--- config.mk ---
export PLATFORM = sky130hd
export DESIGN_NAME = truth_table_scan
export DESIGN_NICKNAME = d
export VERILOG_FILES = /design/src/rtl/tt_pkg.sv /design/src/rtl/tt_first_diff.sv /design/src/rtl/truth_table_scan.sv
export SDC_FILE = /design/constraint.sdc
export NUM_CORES = 1
export LEC_CHECK = 0
export CAP_MARGIN = 30
export CORE_MARGIN = 5
export CORE_UTILIZATION = 55
export CTS_CLUSTER_SIZE = 14
export DETAILED_ROUTE_END_ITERATION = 7
export HOLD_SLACK_MARGIN = 0.1
export PLACE_DENSITY = 0.83
export SLEW_MARGIN = 5
export SYNTH_ARGS = -nofsm -noshare
export SYNTH_HDL_FRONTEND = slang
export SYNTH_HIERARCHICAL = 1
export SYNTH_SLANG_ARGS = --single-unit
--- constraint.sdc ---
create_clock -name clk -period 5.35 [get_ports clk]
set_input_delay 1.605 -clock clk [delete_from_list [all_inputs] [get_ports clk]]
set_output_delay 1.605 -clock clk [all_outputs]
set_load 0.05 [all_outputs]
--- src/rtl/tt_pkg.sv ---
// Shared definitions for the truth-table scanner: FSM encoding and parameter limits.
package tt_pkg;

   typedef enum logic [1:0] {
      IDLE = 2'd0,
      SCAN = 2'd1,
      DONE = 2'd2
   } tt_state_e;

   localparam int unsigned NVARS_MIN  = 2;
   localparam int unsigned NVARS_MAX  = 6;
   localparam int unsigned SETTLE_MIN = 1;
   localparam int unsigned SETTLE_MAX = 15;

   // Settle counter must hold values up to SETTLE_MAX-1.
   localparam int unsigned SETTLE_W   = $clog2(SETTLE_MAX + 1);

   // Keep the settle time inside the supported range.
   function automatic int unsigned clamp_settle(input int unsigned s);
      if (s < SETTLE_MIN) return SETTLE_MIN;
      if (s > SETTLE_MAX) return SETTLE_MAX;
      return s;
   endfunction

endpackage

--- src/rtl/tt_first_diff.sv ---
// Lowest-set-bit priority encoder: index of the first differing truth-table entry.
module tt_first_diff #(
   parameter int unsigned W  = 8,
   parameter int unsigned IW = 3
) (
   input  logic [W-1:0]  vec_i,
   output logic [IW-1:0] idx_o,
   output logic          found_o
);

   // Scan from the top down so the lowest set bit is the last one to win.
   always_comb begin
      idx_o   = '0;
      found_o = 1'b0;
      for (int i = int'(W) - 1; i >= 0; i--) begin
         if (vec_i[i]) begin
            idx_o   = IW'(i);
            found_o = 1'b1;
         end
      end
   end

endmodule

--- src/rtl/truth_table_scan.sv ---
// Walks every input combination of an external Boolean function, records its
// truth table and compares it against a minterm or maxterm reference mask.
module truth_table_scan
   import tt_pkg::*;
#(
   parameter int unsigned NVARS  = 3,
   parameter int unsigned SETTLE = 1
) (
   input  logic                  clk,
   input  logic                  rst_n,
   input  logic                  start,
   input  logic                  abort,
   input  logic                  mode,
   input  logic [(1<<NVARS)-1:0] ref_table,
   input  logic                  f_in,
   output logic [NVARS-1:0]      vars,
   output logic                  busy,
   output logic                  done,
   output logic [(1<<NVARS)-1:0] table_out,
   output logic [NVARS:0]        ones,
   output logic                  match,
   output logic [NVARS-1:0]      diff_idx
);

   localparam int unsigned TW       = 1 << NVARS;
   localparam int unsigned CW       = NVARS + 1;
   localparam int unsigned SETTLE_C = clamp_settle(SETTLE);

   tt_state_e             state_q, state_d;
   logic [NVARS-1:0]      vars_q, vars_d;
   logic [SETTLE_W-1:0]   cnt_q, cnt_d;
   logic [TW-1:0]         eff_ref_q, eff_ref_d;
   logic [TW-1:0]         table_q, table_d;
   logic [CW-1:0]         ones_q, ones_d;
   logic                  match_q, match_d;
   logic [NVARS-1:0]      diff_q, diff_d;
   logic                  busy_q, busy_d;
   logic                  done_q, done_d;

   logic [NVARS-1:0]      first_idx;
   logic                  any_diff;

   // Compare against the table as it will look after this cycle's sample.
   tt_first_diff #(
      .W  (TW),
      .IW (NVARS)
   ) u_first_diff (
      .vec_i   (table_d ^ eff_ref_q),
      .idx_o   (first_idx),
      .found_o (any_diff)
   );

   // State and result registers.
   always_ff @(posedge clk or negedge rst_n) begin
      if (!rst_n) begin
         state_q   <= IDLE;
         vars_q    <= '0;
         cnt_q     <= '0;
         eff_ref_q <= '0;
         table_q   <= '0;
         ones_q    <= '0;
         match_q   <= 1'b0;
         diff_q    <= '0;
         busy_q    <= 1'b0;
         done_q    <= 1'b0;
      end else begin
         state_q   <= state_d;
         vars_q    <= vars_d;
         cnt_q     <= cnt_d;
         eff_ref_q <= eff_ref_d;
         table_q   <= table_d;
         ones_q    <= ones_d;
         match_q   <= match_d;
         diff_q    <= diff_d;
         busy_q    <= busy_d;
         done_q    <= done_d;
      end
   end

   // Next-state and datapath control.
   always_comb begin
      state_d   = state_q;
      vars_d    = vars_q;
      cnt_d     = cnt_q;
      eff_ref_d = eff_ref_q;
      table_d   = table_q;
      ones_d    = ones_q;
      match_d   = match_q;
      diff_d    = diff_q;
      done_d    = 1'b0;

      case (state_q)
         IDLE: begin
            if (start) begin
               eff_ref_d = mode ? ~ref_table : ref_table;
               table_d   = '0;
               ones_d    = '0;
               match_d   = 1'b0;
               diff_d    = '0;
               vars_d    = '0;
               cnt_d     = '0;
               state_d   = SCAN;
            end
         end
         SCAN: begin
            if (abort) begin
               state_d = IDLE;
            end else if (cnt_q == SETTLE_W'(SETTLE_C - 1)) begin
               table_d[vars_q] = f_in;
               ones_d          = ones_q + CW'(f_in);
               cnt_d           = '0;
               if (vars_q == {NVARS{1'b1}}) begin
                  match_d = ~any_diff;
                  diff_d  = first_idx;
                  state_d = DONE;
               end else begin
                  vars_d = vars_q + NVARS'(1);
               end
            end else begin
               cnt_d = cnt_q + SETTLE_W'(1);
            end
         end
         DONE: begin
            done_d  = 1'b1;
            state_d = IDLE;
         end
         default: state_d = IDLE;
      endcase

      busy_d = (state_d != IDLE);
   end

   assign vars      = vars_q;
   assign busy      = busy_q;
   assign done      = done_q;
   assign table_out = table_q;
   assign ones      = ones_q;
   assign match     = match_q;
   assign diff_idx  = diff_q;

endmodule

==> out/results.txt <==
Async S/R FF share, synth -> 100%
Largest stage delay, worst path -> 0.69 ns
Hold endpoint -> diff_idx[1]
Grt total ovfl -> 0
Count leader, synth -> dfrtp_1
Post-CTS Setup Inserts -> 0
Leak -> 0.00111 uW
Diode count -> 0
R2r worst-path depth -> 10
Placer Congestion -> 0.854
CP arrival -> 4.35 ns
Number of synthesis warnings -> 6
CTS Sinks -> 35
Initial core utilization -> 55.7%
Worst R2R End -> diff_idx[2]
Worst path most repeated cell -> o21ai_1
Die Area -> 0.00536 mm2
Worst-path fanout max -> 10
Final ANT Viol Nets -> 0
Fin Setup TNS -> 0 ns
Crit path max-delay family -> simple AND/OR/NAND/NOR gates
Post-synthesis cell type count -> 44
Worst-Skew Late Latency -> 0.29 ns
Kind of start point of the critical path -> input pin
Top cell type's share of synthesized area -> 39.9%
Synthesized area per cell -> 8.93 um2
Largest net degree at the start of global routing -> 36
Hold buffer count at cts -> 0
Total GRT Usage -> 22.2%
CTS HTree Levels -> 2
Max Fclk -> 238 MHz
First-pass DRT Iterations -> 4
Final hold violations -> 0
Post-route insts no fill -> 327
Final setup fails -> 0
CP required -> 5.51 ns
Slowest CP cell -> or4b_1
Site row count -> 23
WS Path Type -> in2reg
CTS Buf Count -> 5
Sum of net half-perimeters after detailed placement -> 3.68 mm
Top-level port count -> 35
Leading area contributor after synthesis -> dfrtp_1
Initial DRC Count -> 176
CP Capture Type -> register
Max_slew headroom -> 50.6%
Placed Cells -> 319
Post-synth top flop -> dfrtp_1
Fill cells -> 335
Most frequent cells after synthesis -> dfrtp_1 (35), nand2_1 (20), o21ai_1 (20)
Post-synthesis cell area -> 0.00220 mm2
Hold Crit Depth -> 2
DRC -> 0
Worst Hold Class -> reg2reg
DR vias/cell -> 6.15
Maxcap violations -> 0
Minimum clock period -> 4.20 ns
Sequential area share after synthesis -> 39.9%
Pre-CTS setup slack -> 0.876 ns
Outcome -> finished, final reports clean
First-pass GRT wire length -> 9.27 mm
Layout Skew -> 0.00431 ns
Clk buf depth -> 2
Pwr Density -> 438 mW/mm2
Net count, final -> 296
Total Wirelength -> 5.27 mm
Share of post-route cells with drive strength above 1 -> 6.14%
Seq cells post-synth -> 35
Via count of the routed design -> 2010
Post-synth EDFFs -> 0
R2r setup slk -> 2.30 ns
Worst Max-Slew Pin Slew -> 0.739 ns
Top cells by area, synth -> dfrtp_1 (40%), o21ai_1 (4.6%), xnor2_1 (3.6%), ha_1 (3.4%), nand2_1 (3.4%)
Clock slew at reported path FFs -> 0.07 ns
Root Buffer Master -> clkbuf_8
Core box area -> 0.00394 mm2
Synthesized net count -> 266
VDD IR-drop max -> 0.000254 V
Die H -> 73.2 um
CTS-repair resized insts -> 0
Initial antenna violation count -> 0
Area growth from synthesis to layout -> 21.6%
Vias in the first global route -> 2000
Worst r2r src -> cnt_q[0]
IO Port Bufs -> 34
Worst Setup Slack, final -> 1.15 ns
Total Power -> 1170 uW
Drt wl/cell -> 16.1 um
Cells after synthesis -> 246
HP Start -> diff_idx[1]
CTS tree -> built
Chip width -> 73.2 um
Final core occ -> 67.8%
Crit-path cells -> clkdlybuf4s50_1 -> or4b_1 -> or3_1 -> o21ai_1 -> a311oi_1 -> nor4_1 -> nor2b_1 -> a22oi_1 -> o21ai_1
Final period utilization -> 78.4%
Slew Viols, Final -> 0
WP buf/inv -> 1
RSZ-0062 raised after global routing -> no
[routing by layer]
metal	part of all wire, %	GRT usage, %	vias up
met3	5.7	4.82	8
met2	48	35.6	73
met1	45	28.9	945
met5	0	0	-
met4	1.7	9.43	0
li1	-	-	984
[registers in the layout, summed over array words and instances, names as in the netlist]
register   count
ones           4
cnt_q          4
vars           3
diff_idx       3
done           1
state_q        2
table_out      8
busy           1
eff_ref_q      8
match          1
[worst max path at each step]
| stage | startpoint | to | depth (start not counted) |
|---|---|---|---|
| floorplan | abort | diff_idx[2] | 10 |
| detailed placement | abort | diff_idx[2] | 9 |
| global route | abort | diff_idx[0] | 9 |
| CTS | abort | diff_idx[2] | 9 |
| global placement | abort | diff_idx[2] | 9 |
| finish | abort | diff_idx[2] | 9 |
[cell usage in the layout (no fill, tap or decap), types with 2 or more instances in the layout]
master / instances
a211oi_1: 8
a21o_1: 7
a21oi_1: 10
a221o_1: 2
a221oi_1: 8
a22o_1: 5
a22oi_1: 3
a31oi_1: 8
a32o_1: 6
and2_1: 9
and3_1: 3
buf_4: 4
clkbuf_8: 7
clkdlybuf4s50_1: 34
dfrtp_1: 35
ha_1: 6
inv_1: 5
inv_2: 2
mux2_1: 2
nand2_1: 20
nand2b_1: 4
nand3_1: 3
nand3b_1: 2
nor2_1: 16
nor2b_1: 6
nor3_1: 3
nor4_1: 5
o21ai_0: 8
o21ai_1: 20
o21bai_1: 2
xnor2_1: 9
[metrics by stage]
| stage | cell area [um2] | hold WS [ns] |
|---|---|---|
| after floorplan | 2200 | 0.533 |
| after global placement | 2570 | 0.500 |
| after detailed placement | 2570 | 0.519 |
| after CTS | 2670 | 0.536 |
| after global routing | 2670 | 0.575 |
| final | 2670 | 0.533 |
[where the power goes]
part | internal, uW | total [uW] | switching (uW)
sequential | 321 | 404 | 83.1
clock | 117 | 212 | 95.0
combinational | 201 | 554 | 353
total | 639 | 1170 | 531
[worst min-delay path, delay by kind of cell (launching register included)]
kind	cells	cell delay, ns
AOI/OAI and AO/OA	1	0.07
DFF	1	0.37
and+or+nand+nor	1	0.06
[kinds of logic after synthesis]
logic type,after synthesis,synth area share (%)
compound gates,92,28.5
xor+xnor,9,3.59
fa+ha+maj,6,3.42
buf+inv,22,4.04
flops,35,39.9
mux,2,1.02
simple gates,80,19.6
[area by class of cell]
class | count | area (um2) | area share (%)
Tap cell | 50 | 62.6 | 2.34
Sequential cell | 35 | 876 | 32.8
Clock buffer | 8 | 100 | 3.75
Inverter | 7 | 26.3 | 0.983
Multi-Input combinational cell | 189 | 1240 | 46.3
Timing Repair Buffer | 38 | 370 | 13.9
No activity file was read; power rests on OpenSTA's default activity.
